`src/rtl/glyph_anchor_ctrl.sv`:
```
// glyph_anchor_ctrl: frame-synchronous anchor/enable sequencer (slide, blink, hold) for a glyph row
module glyph_anchor_ctrl #(
    parameter logic [9:0] X_POS       = 10'd224,
    parameter logic [9:0] Y_START     = 10'd0,
    parameter logic [9:0] Y_FINAL     = 10'd200,
    parameter logic [9:0] STEP        = 10'd4,
    parameter logic [5:0] BLINK_HALF  = 6'd15,
    parameter logic [3:0] BLINK_COUNT = 4'd3
) (
    input  logic       clk,
    input  logic       rst,
    input  logic       frame_tick,
    input  logic       show,
    input  logic       hide,
    output logic [9:0] x0,
    output logic [9:0] y0,
    output logic       en,
    output logic       busy
);
    typedef enum logic [1:0] {IDLE, SLIDE, BLINK, HOLD} state_t;
    state_t      state, state_n;
    logic [9:0]  y0_n;
    logic        en_n;
    logic [5:0]  cnt, cnt_n, cnt_inc;
    logic [3:0]  blinks, blinks_n, blinks_inc;
    logic [10:0] sum;
    logic        show_p, hide_p, show_req, hide_req;

    assign x0         = X_POS;
    assign busy       = state != IDLE;
    assign show_req   = show_p | show;
    assign hide_req   = hide_p | hide;
    assign sum        = {1'b0, y0} + {1'b0, STEP};
    assign cnt_inc    = cnt + 6'd1;
    assign blinks_inc = blinks + 4'd1;

    // State, outputs, counters and sticky request flags; flags are consumed at every tick
    always_ff @(posedge clk or posedge rst) begin
        if (rst) begin
            state  <= IDLE;
            y0     <= Y_START;
            en     <= 1'b0;
            cnt    <= '0;
            blinks <= '0;
            show_p <= 1'b0;
            hide_p <= 1'b0;
        end else begin
            state  <= state_n;
            y0     <= y0_n;
            en     <= en_n;
            cnt    <= cnt_n;
            blinks <= blinks_n;
            show_p <= frame_tick ? 1'b0 : show_req;
            hide_p <= frame_tick ? 1'b0 : hide_req;
        end
    end

    // Next-state evaluation, only acting on frame ticks so renderers never see mid-frame changes
    always_comb begin
        state_n  = state;
        y0_n     = y0;
        en_n     = en;
        cnt_n    = cnt;
        blinks_n = blinks;
        if (frame_tick) begin
            if (hide_req) begin
                state_n  = IDLE;
                y0_n     = Y_START;
                en_n     = 1'b0;
                cnt_n    = '0;
                blinks_n = '0;
            end else begin
                case (state)
                    IDLE: begin
                        y0_n    = Y_START;
                        en_n    = show_req;
                        state_n = show_req ? SLIDE : IDLE;
                    end
                    SLIDE: begin
                        en_n = 1'b1;
                        if (sum >= {1'b0, Y_FINAL}) begin
                            y0_n    = Y_FINAL;
                            state_n = (BLINK_COUNT == 4'd0) ? HOLD : BLINK;
                        end else begin
                            y0_n = sum[9:0];
                        end
                    end
                    BLINK: begin
                        if (cnt_inc == BLINK_HALF) begin
                            cnt_n = '0;
                            en_n  = ~en;
                            if (!en) begin
                                blinks_n = blinks_inc;
                                if (blinks_inc == BLINK_COUNT) begin
                                    state_n  = HOLD;
                                    blinks_n = '0;
                                end
                            end
                        end else begin
                            cnt_n = cnt_inc;
                        end
                    end
                    HOLD: begin
                        en_n = 1'b1;
                        y0_n = Y_FINAL;
                    end
                    default: state_n = IDLE;
                endcase
            end
        end
    end
endmodule

```
`config.mk`:
```
export PLATFORM = sky130hd
export DESIGN_NAME = glyph_anchor_ctrl
export DESIGN_NICKNAME = d
export VERILOG_FILES = /design/src/rtl/glyph_anchor_ctrl.sv
export SDC_FILE = /design/constraint.sdc
export NUM_CORES = 1
export LEC_CHECK = 0
export ABC_AREA = 1
export CAP_MARGIN = 20
export CORE_MARGIN = 2
export CORE_UTILIZATION = 30
export CTS_BUF_LIST = sky130_fd_sc_hd__clkbuf_4 sky130_fd_sc_hd__clkbuf_8 sky130_fd_sc_hd__clkbuf_16
export DETAILED_ROUTE_END_ITERATION = 10
export SLEW_MARGIN = 20
export SYNTH_ARGS = -nofsm -noshare
export SYNTH_HDL_FRONTEND = slang
export SYNTH_SLANG_ARGS = --single-unit
```
`constraint.sdc`:
```
create_clock -name clk -period 2.4 [get_ports clk]
set_input_delay 0.48 -clock clk [delete_from_list [all_inputs] [get_ports clk]]
set_output_delay 0.48 -clock clk [all_outputs]
set_load 0.01 [all_outputs]
```
# Word level (Yosys, flattened, before mapping)
# Index checks and enable logic that the tools add are counted.
# totals
ff_bits	25
latchBits	0
ramBits	0
rom_bits	0
in_bits	5
output_inout_bits	22
elab_cells	59
n_memories	0
# classes
n_addsub	3
n_mul	0
n_div	0
n_lt_le_gt_ge	1
n_eq_ne	10
shifts	0
muxes	23
bitwise_logic	3
n_reduce_logical	12
# op_table
operator	n
$pmux W10 S3	1
$mux W10	2
$mux W4	5
$mux W6	3
$ne A3 B3 Y1 const B	4
$add A10 B3 Y11 const B	1
$ge A11 B8 Y1 const B	1
$mux W2	5
$reduce_bool A4 Y1	2
$add A6 B1 Y6 const B	1
$eq A6 B4 Y1 const B	1
$pmux W2 S3	1
$reduce_and A2 Y1	3
$reduce_and A6 Y1	1
$reduce_bool A2 Y1	3
$mux W1	5
$add A4 B1 Y4 const B	1
$eq A2 B2 Y1 const B	2
$eq A4 B2 Y1 const B	1
$reduce_and A4 Y1	1
$pmux W1 S3	1
$eq A2 B1 Y1 const B	1
$logic_not A2 Y1	1
$ne A2 B1 Y1 const B	1
3 further kinds	4

# Longest topological paths before layout
# depth
depth_word	7
depth_mapped	13
depth_no_buf	13

# Worst setup path before layout
# No wires, ideal clock.
# synth_timing
path_type	register to register
startpoint	register y0[2]
endpoint	register state[0]
setup_time_ns	0.117
arrival_ns	1.464
t_required_ns	2.283
setup_slack_ns	0.819
path_stages_with_launch	14
path_buffers	0
path_cell_list	dfrtp_1 ha_1 nand2_2 nor2_4 inv_1 nand2_1 inv_1 nand3_1 nor2_2 nor2_2 nor2_2 nand2_2 nand2_1 nand2_1
# synth_via
elab_chain_cells	4
# synth_rtl
item	line_no	text
from (decl)	16	output logic [9:0] y0,
from (signal assigned)	49	y0 <= y0_n;
$add A10 B3 Y11	33	assign sum = {1'b0, y0} + {1'b0, STEP};
$ge A11 B8 Y1	81	if (sum >= {1'b0, Y_FINAL}) begin
$ne A3 B3 Y1 (no source line)	n/a	
$reduce_and A6 Y1 (no source line)	n/a	
to (signal assigned)	48	state <= state_n;
to (decl)	21	state_t state, state_n;
# Every way passes these cells.
# A chain may end at the register's enable or synchronous reset.

# Final worst setup path
# layout_timing
startpoint	register state[0]
endpoint	output port busy
# layout_via
elab_chain_cells	1
# layout_rtl
item	line_no	text
$reduce_bool A2 Y1	30	assign busy = state != IDLE;
to (decl)	18	output logic busy
# Every way passes these cells.

==> qor.txt <==
WP buf/inv: 3
Crit path required time: 1920 ps
CTS tree: built
total of hold buffers inserted after clock tree synthesis: 0
IO buf count: 14
number of DRC violations after detailed routing: 0
H-tree levels: 1
per-instance average area after synthesis: 7.39 sq um
post-synthesis cell type count: 23
library cell appearing most often on the critical path: inv_1
compound-cell area share of the yosys netlist: 0.0889
Tot Pwr: 1180 uW
vias in the first global route: 1282
worst setup path start: state[0]
total leakage power: 0.000882 uW
drt first pass iters: 4
count of nets left with antenna violations after detail routing: 0
Max Fclk: 0.469 GHz
drt wl/cell: 9.76 microns
Final GP Congestion: 0.791
maximum fanout encountered on the critical timing path: 4
Worst Min Path Start: show_p
RSZ-0062 raised after global routing: false
number of max-cap violations: 0
Top delay family on crit path: buffers and inverters
mux contribution to synthesized area: 0
maximum clock path buffer count: 2
power per cell area: 633 nW/um^2
yosys warns: 0
grt total ovfl: 0
post-CTS repair timing setup buffer count: 0
Critical Path, Cell by Cell: inv_1 > ha_1 > inv_1 > clkdlybuf4s50_1
IR Drop Worst-Case VDD: 0.000253 V
# rows: 26
post-synthesis sequential element count: 23
antenna diode count: 0
Critical-path top delay cell: clkdlybuf4s50_1
final routed wirelength across all metal layers: 3010 microns
endpoint type of the worst setup path: output pin
beginning of the worst register-to-register path: y0[2]
final setup TNS: 0 ps
cts bufs inserted: 3
antenna violations before repair: 0
starting density of the core: 0.315
setup-violating endpoint count in the final report: 0
count of mapped cells out of synthesis: 219
critical path launch point type: flip-flop
post-synthesis share of cell area spent on and, or, nand and nor gates: 0.322
final-stage net count: 254
status: finished clean
latest clock arrival within the worst-skew pair: 270 ps
width of the chip: 77.4 microns
Post-DP HPWL: 2320 microns
pin count of the biggest net entering global routing: 24
number of hold-slack violations in the final timing report: 0
routed vias: 1348
arithmetic-cell share of the synthesized area counting full adders, half adders and majority gates: 0.0773
number of pins exceeding their max-slew limit in the final report: 0
worst hold-check path type: reg2reg
netlist area before placement: 1620 sq um
Crit path arrival time: 1650 ps
main combinational cell family by area after synthesis: simple AND/OR/NAND/NOR gates
sequential share of the synthesized area: 0.356
CP max stage delay: 560 ps
total track usage: 0.111
Floorplan Core Area: 5140 sq um
fin crit period: 2130 ps
Clock Tree Root: clkbuf_8
number of top-level pins: 27
maximum clock skew at final layout: 2.60 ps
Die Y-Extent: 77.4 microns
share of cells above drive strength 1: 0.130
CTS clk-pin slew, worst paths: 90 ps
count of instances resized after the clock tree is built: 0
synthesis-to-finish area growth: 15.2%
clock net sink count: 23
full die area: 6000 sq um
wire length of the first global-routing pass: 5420 microns
critical path class: reg2out
parity-gate share of the synthesized area counting xor and xnor cells: 0.00541
fin crit share: 0.889
Iteration-0 DRC Markers: 69
routed vias/inst: 4.38
==> per-layer routing <==
metal | track usage | share of wire | vias to the layer above
met5 | 0 | 0 | -
li1 | - | - | 707
met3 | 0.0198 | 0.037 | 4
met1 | 0.135 | 0.48 | 614
met2 | 0.181 | 0.46 | 23
met4 | 0.0732 | 0.024 | 0
==> worst paths after layout <==
path                       slack (ps)       end  cells past startpoint
min in group asynchronous         550    cnt[5]                      3
hold reg to reg                   510    show_p                      2
max in group asynchronous        1610     y0[3]                      3
hold / removal                    510    show_p                      2
setup / recovery                  270      busy                      4
setup reg to reg                  720  state[0]                     13
==> report_power, final <==
group / switching, uW / leakage (uW) / internal, uW
sequential: 65.8 / 0.000313 / 440
clock: 134 / 0.0000262 / 130
combinational: 245 / 0.000543 / 165
total: 445 / 0.000882 / 735
==> flip-flops by register name, summed over array words and instances, names as in the netlist <==
name	flops
hide_p	1
en	1
show_p	1
cnt	6
y0	8
state	2
blinks	4
==> placed cells by master, fill, tap and decap left out, types with 3 or more instances in the layout <==
master	instances
nand3_1	20
nand3_2	3
inv_1	35
a21oi_1	3
o22ai_1	4
o21ai_0	11
nand2_2	7
buf_4	4
clkdlybuf4s50_1	14
nor2_2	8
clkbuf_8	3
o21ai_1	8
nor2_1	11
dfrtp_1	23
conb_1	12
ha_1	10
nand2_1	47
nand4_1	4
==> synth_stat cells <==
library cell | number | share of area
inv_2 | 2 | 0.0046
o21ai_1 | 8 | 0.025
nor3_1 | 2 | 0.0062
nor2_1 | 11 | 0.026
nand2_2 | 7 | 0.027
nor2_4 | 1 | 0.0070
conb_1 | 2 | 0.0046
nor2_2 | 8 | 0.031
nand3b_1 | 2 | 0.0093
xor2_1 | 1 | 0.0054
nand3_2 | 3 | 0.019
nand2_1 | 47 | 0.11
buf_4 | 13 | 0.060
ha_1 | 10 | 0.077
dfrtp_1 | 23 | 0.36
o21ai_2 | 1 | 0.0054
nand3_4 | 1 | 0.011
a21oi_1 | 3 | 0.0093
nand4_1 | 4 | 0.015
o22ai_1 | 4 | 0.015
inv_1 | 35 | 0.081
o21ai_0 | 11 | 0.034
nand3_1 | 20 | 0.062
==> metrics by stage <==
| step | hold WS (ps) | worst slack, ps | utilization | cell area [sq um] | instances |
|---|---|---|---|---|---|
| finish | 514 | 266 | 0.363 | 1860 | 308 |
| global route | 558 | 180 | 0.363 | 1860 | 308 |
| CTS | 516 | 249 | 0.363 | 1860 | 308 |
| detailed placement | 496 | 359 | 0.353 | 1820 | 304 |
| global placement | 495 | 383 | 0.353 | 1820 | 304 |
| floorplan | 458 | 819 | - | 1660 | 229 |
==> worst register-to-register path, delay by kind of cell (launching register included) <==
family	cells	cell delay [ps]
flip-flops	1	460
AND/OR/NAND/NOR	10	760
adder cells (fa/ha/maj)	1	270
buffers and inverters	2	100
==> area by class of cell <==
class	instances	area, sq um
fill	552	3280
multi-input combinational	156	843
sequential	23	576
timing repair buffer	18	170
inverter	37	139
tap	70	87.6
clock buffer	4	48.8
==> cell families (layout without fill, tap and decap cells) <==
kind of cell / count (synthesis) / after routing
adder cells (fa/ha/maj): 10 / 10
AO/OA/AOI/OAI: 27 / 27
flip-flops: 23 / 23
other: 2 / 12
XOR/XNOR: 1 / 1
AND/OR/NAND/NOR: 106 / 106
buffers and inverters: 50 / 59
Note: power is estimated with default switching activity, not from simulation.
